===== config.mk =====
export PLATFORM = sky130hd
export DESIGN_NAME = omux_arbiter
export DESIGN_NICKNAME = d
export VERILOG_FILES = /design/src/rtl/omux_arbiter.sv
export SDC_FILE = /design/constraint.sdc
export NUM_CORES = 1
export LEC_CHECK = 0
export CORE_ASPECT_RATIO = 0.7
export CORE_UTILIZATION = 52
export CTS_BUF_LIST = sky130_fd_sc_hd__clkbuf_4
export DETAILED_ROUTE_END_ITERATION = 6
export GPL_ROUTABILITY_DRIVEN = 0
export GPL_TIMING_DRIVEN = 0
export HOLD_SLACK_MARGIN = 0.06
export PLACE_DENSITY_LB_ADDON = 0.3
export RECOVER_POWER = 50
export REMOVE_ABC_BUFFERS = 1
export SLEW_MARGIN = 30
export SYNTH_ARGS = -nofsm -noshare
export SYNTH_HDL_FRONTEND = slang
export SYNTH_SLANG_ARGS = --single-unit

===== constraint.sdc =====
create_clock -name clk_i -period 3.15 [get_ports clk_i]
set_input_delay 0.63 -clock clk_i [delete_from_list [all_inputs] [get_ports clk_i]]
set_output_delay 0.63 -clock clk_i [all_outputs]
set_load 0.02 [all_outputs]

===== src/rtl/omux_arbiter.sv =====
// Round-robin arbiter and byte sequencer for the shared omux output bus.
// Grants one requester per whole record, strobes its bytes while the sink has room, then holds off.
module omux_arbiter #(
  parameter int NREQ         = 4,
  parameter int RECORD_BYTES = 16,
  parameter int GAP_CYCLES   = 2
) (
  input  logic            clk_i,
  input  logic            reset_i,
  input  logic            enable_i,
  input  logic [NREQ-1:0] mask_i,
  input  logic [NREQ-1:0] omux_req_i,
  output logic [NREQ-1:0] omux_sel_o,
  input  logic [7:0]      omux_data_i,
  input  logic            out_full_i,
  output logic            out_we_o,
  output logic [7:0]      out_data_o,
  output logic            out_sor_o,
  output logic            busy_o,
  output logic [31:0]     rec_count_o,
  output logic [15:0]     trunc_count_o
);

  localparam int GW = (NREQ > 1) ? $clog2(NREQ) : 1;
  localparam int BW = $clog2(RECORD_BYTES) + 1;
  localparam int CW = $clog2(GAP_CYCLES) + 1;

  typedef enum logic [1:0] {S_IDLE, S_XFER, S_GAP} state_e;

  state_e          state_q, state_d;
  logic [GW-1:0]   grant_q, grant_d;
  logic [GW-1:0]   last_grant_q, last_grant_d;
  logic [BW-1:0]   byte_cnt_q, byte_cnt_d;
  logic [CW-1:0]   gap_cnt_q, gap_cnt_d;
  logic [31:0]     rec_count_q, rec_count_d;
  logic [15:0]     trunc_count_q, trunc_count_d;
  logic            out_we_q;
  logic [7:0]      out_data_q;
  logic            out_sor_q;

  logic [NREQ-1:0] eligible;
  logic            pick_valid;
  logic [GW-1:0]   pick_idx;
  logic [GW:0]     cand_sum;
  logic            strobe;

  assign eligible = omux_req_i & mask_i;

  // Walk offsets from farthest to nearest so the nearest eligible index after last_grant wins.
  always_comb begin
    pick_valid = 1'b0;
    pick_idx   = '0;
    cand_sum   = '0;
    for (int off = NREQ; off >= 1; off--) begin
      cand_sum = {1'b0, last_grant_q} + (GW+1)'(off);
      if (cand_sum >= (GW+1)'(NREQ)) begin
        cand_sum = cand_sum - (GW+1)'(NREQ);
      end
      if (eligible[cand_sum[GW-1:0]]) begin
        pick_valid = 1'b1;
        pick_idx   = cand_sum[GW-1:0];
      end
    end
  end

  always_comb begin
    state_d       = state_q;
    grant_d       = grant_q;
    last_grant_d  = last_grant_q;
    byte_cnt_d    = byte_cnt_q;
    gap_cnt_d     = gap_cnt_q;
    rec_count_d   = rec_count_q;
    trunc_count_d = trunc_count_q;
    strobe        = 1'b0;
    case (state_q)
      S_IDLE: begin
        if (enable_i && pick_valid) begin
          grant_d      = pick_idx;
          last_grant_d = pick_idx;
          byte_cnt_d   = '0;
          state_d      = S_XFER;
        end
      end
      S_XFER: begin
        strobe = omux_req_i[grant_q] & ~out_full_i;
        if (!omux_req_i[grant_q]) begin
          // A requester that withdraws before its first byte is not a truncation.
          if (byte_cnt_q != '0 && trunc_count_q != 16'hFFFF) begin
            trunc_count_d = trunc_count_q + 16'd1;
          end
          state_d = S_IDLE;
        end else if (strobe) begin
          byte_cnt_d = byte_cnt_q + BW'(1);
          if (byte_cnt_q == BW'(RECORD_BYTES - 1)) begin
            rec_count_d = rec_count_q + 32'd1;
            gap_cnt_d   = '0;
            state_d     = S_GAP;
          end
        end
      end
      S_GAP: begin
        gap_cnt_d = gap_cnt_q + CW'(1);
        if (gap_cnt_q == CW'(GAP_CYCLES - 1)) begin
          state_d = S_IDLE;
        end
      end
      default: state_d = S_IDLE;
    endcase
  end

  for (genvar gi = 0; gi < NREQ; gi++) begin : g_sel
    assign omux_sel_o[gi] = strobe && (grant_q == GW'(gi));
  end

  always_ff @(posedge clk_i) begin
    if (reset_i) begin
      state_q       <= S_IDLE;
      grant_q       <= '0;
      last_grant_q  <= GW'(NREQ - 1);
      byte_cnt_q    <= '0;
      gap_cnt_q     <= '0;
      rec_count_q   <= '0;
      trunc_count_q <= '0;
      out_we_q      <= 1'b0;
      out_data_q    <= '0;
      out_sor_q     <= 1'b0;
    end else begin
      state_q       <= state_d;
      grant_q       <= grant_d;
      last_grant_q  <= last_grant_d;
      byte_cnt_q    <= byte_cnt_d;
      gap_cnt_q     <= gap_cnt_d;
      rec_count_q   <= rec_count_d;
      trunc_count_q <= trunc_count_d;
      out_we_q      <= |omux_sel_o;
      if (strobe) begin
        out_data_q <= omux_data_i;
      end
      out_sor_q     <= strobe && (byte_cnt_q == '0);
    end
  end

  assign out_we_o      = out_we_q;
  assign out_data_o    = out_data_q;
  assign out_sor_o     = out_sor_q;
  assign busy_o        = (state_q != S_IDLE);
  assign rec_count_o   = rec_count_q;
  assign trunc_count_o = trunc_count_q;

endmodule


==> results.md <==
* Status: finished clean
* Final routed DRC violation total at 0
* Number of H-tree levels at 3
* CP required at 2520 ps
* Syn avg cell area at 8.56 sq um
* Category of the worst setup path launch point: input port
* Pwr Total at 1610 uW
* Buffers from clock root to sink, at most at 2
* Most frequent cells in the layout: dfxtp_1 (71), dlygate4sd3_1 (42), clkdlybuf4s50_1 (37), a21oi_1 (33), nor2_1 (28)
* Maximum clock frequency at 0.337 GHz
* Final cell utilization of the core at 71.7%
* Setup repair after global routing missed its margin: false
* Initial cell density of the core at 55.6%
* Routed WL per cell at 15.1 um
* Smallest setup slack after layout at 183 ps
* Combined area of all synthesized cells at 3550 sq um
* Critical path fanouts, max at 12
* Total Routing Usage GR at 25.8%
* Classification of the worst setup path: in -> out
* First-pass GRT wire length at 14.6 mm
* Number of different library cells in the post-synthesis netlist at 51
* Layout Area Growth over Synthesis at 29.1%
* Power Dens Cells at 352 nW/um^2
* Count of buffers from port buffering at 82
* WP data arrival at 2340 ps
* Antenna diode instance count at 0
* Final net count at 514
* Setup tns final at 0 ps
* Initial DRC count at 244
* Maximum Capacitance Violations at 0
* Share of flip-flops with an asynchronous set or reset at 0%
* Total Die Area at 7170 sq um
* Cells after Synth at 415
* Lkg Pwr at 0.00172 uW
* Via/cell ratio at 5.97
* Via Count at 3486
* Most area-hungry cell type in the Yosys netlist: dfxtp_1
* HPWL reported at the end of detailed placement at 6.22 mm
* # setup viols final at 0
* Headroom to the max-slew limit at 45.1%
* Clock transition time at the flip-flop clock pins of the worst setup and hold paths at 120 ps
* Overflow left after global routing at 0
* Number of global-route vias before repair at 3124
* Part of the power in the clock network at 35.0%
* Leading cell type in the layout, fill and taps excluded: dfxtp_1
* Clock latency on the worst-skew pair at 430 ps
* Count of pins over their slew limit at 0
* CTS root buf: clkbuf_4
* Worst voltage drop across the vdd grid at 0.217 mV
* Top cells by area in the synthesized netlist: dfxtp_1 (40%), a21oi_1 (4.6%), or4_1 (3.8%)
* Width of the die at 101 um
* Hold Violations, Final at 0
* Share of layout cells above drive strength 1 at 7.91%
* Clock sink total at 71
* Portion of synthesized cell area occupied by the leading cell type at 40.0%
* Post-route antenna net violation count at 0
* Share of total power in sequential cells at 56.8%
* Commonest register cell after synthesis: dfxtp_1
* Inserted Clock Buffers at 9
* Path class of the lowest-slack min-delay path: reg -> reg
* Num rows at 24
* TritonCTS clock tree: done
* Sw Ratio at 25.6%
* Net switching power figure at 413 uW
* Critical path capture point type: output port
* Routed Wire Length at 8.80 mm
* Number of storage elements in the synthesis netlist at 71
* Std-Cell Core Area at 6400 sq um
* Power share of the combinational group at 8.2%
* Hold Slack at 505 ps
* Slew @ Worst Pin at 821 ps
* I/O pins at 83
* Die height at 71.2 um
* Initial antenna violation count at 0
* Post-Place Setup Slack at -737 ps
* Maximum number of pins on one net before global-route repair at 46
* Pre-antenna DRT Iters at 5
* Period utilization at 94.2%
* Yosys warnings at 0
* Cell Int Power at 1200 uW
* Clock skew at 17.0 ps
* Fraction of the yosys area taken by sequential cells at 40.0%
* EDFF count, synth at 0
* Min Tclk post-route at 2970 ps
## per-stage QoR
step                std cells  instance area [sq um]
CTS                       584                   4580
detailed placement        567                   4430
global placement          566                   4400
floorplan                 393                   3470
global route              584                   4590
finish                    584                   4590
## worst max-delay path, stage by stage
cell             delay, ps
clkdlybuf4s50_1        570
mux4_2                 320
nand3_4                200
nor3b_1                250
dlygate4sd2_1          360
## worst paths after layout
path / from / endpoint / slack [ps] / depth (start not counted)
worst max-delay path: omux_req_i[0] / omux_sel_o[2] / 180 / 5
worst min-delay path: rec_count_o[18]$_SDFFE_PP0P_ / rec_count_o[18]$_SDFFE_PP0P_ / 500 / 2
worst max register to register: byte_cnt_q[0]$_SDFFE_PP0P_ / rec_count_o[21]$_SDFFE_PP0P_ / 430 / 7
worst min register to register: rec_count_o[18]$_SDFFE_PP0P_ / rec_count_o[18]$_SDFFE_PP0P_ / 500 / 2
## power by group through the flow
stage          sequential [uW]  combinational [uW]  clock [uW]
2_1_floorplan              938                54.7           0
3_3_place_gp               936                 121           0
3_5_place_dp               937                 127           0
4_1_cts                    916                 132         577
5_1_grt                    919                 144         613
6_report                   917                 132         564
## layer usage
layer | up-vias | GRT usage [%] | wire length, um
li1 | 1714 | - | -
met1 | 1636 | 34.8 | 4040
met2 | 127 | 39.3 | 4080
met3 | 9 | 7.51 | 607
met4 | 0 | 9.02 | 74
met5 | - | 0 | 0
## synth_stat cells (all sizes together) (2+ instances only)
| cell type | count |
|---|---|
| nand3 | 22 |
| nand4 | 19 |
| o311ai | 2 |
| clkbuf | 18 |
| a22o | 2 |
| maj3 | 2 |
| nor2b | 14 |
| a21oi | 33 |
| mux2i | 10 |
| and4 | 6 |
| nor3 | 5 |
| a32o | 2 |
| nand2 | 22 |
| o21ai | 13 |
| ha | 6 |
| a221o | 2 |
| and2 | 4 |
| nor4 | 12 |
| a31oi | 3 |
| dfxtp | 71 |
| o32ai | 2 |
| or3 | 12 |
| nor2 | 28 |
| mux2 | 11 |
| and3 | 9 |
| inv | 16 |
| or4 | 18 |
| or2 | 5 |
| xor2 | 5 |
| nor4b | 2 |
| o31ai | 16 |
| buf | 4 |
| o41ai | 2 |
## cell type report
class | count | area (sq um)
Fill cell | 505 | 1810
Timing Repair Buffer | 84 | 843
Clock buffer | 9 | 67.6
Tap cell | 91 | 114
Sequential cell | 71 | 1420
Inverter | 17 | 63.8
Clock inverter | 7 | 63.8
Multi-Input combinational cell | 305 | 2010
## flip-flops by register name (all words and copies together) (netlist names), 2 cells and up
signal         cells
rec_count_o       32
grant_q            2
byte_cnt_q         5
state_q            2
last_grant_q       2
gap_cnt_q          2
trunc_count_o     16
out_data_o         8
## cell families after synthesis
kind of cell,after synthesis,synth area share (%)
and+or+nand+nor,184,29.5
AOI/OAI and AO/OA,85,15.2
DFF,71,40.0
buffers and inverters,39,4.22
muxes,22,6.94
adders and majority gates,8,2.68
xor gates and xnor gates,6,1.48
## repair_timing
item	CTS	global route
endpoints found under the setup margin	4	2
buffers inserted	1	0
resized for setup	5	1
hold buffers	0	0
Power figures use the tool's default switching activity.
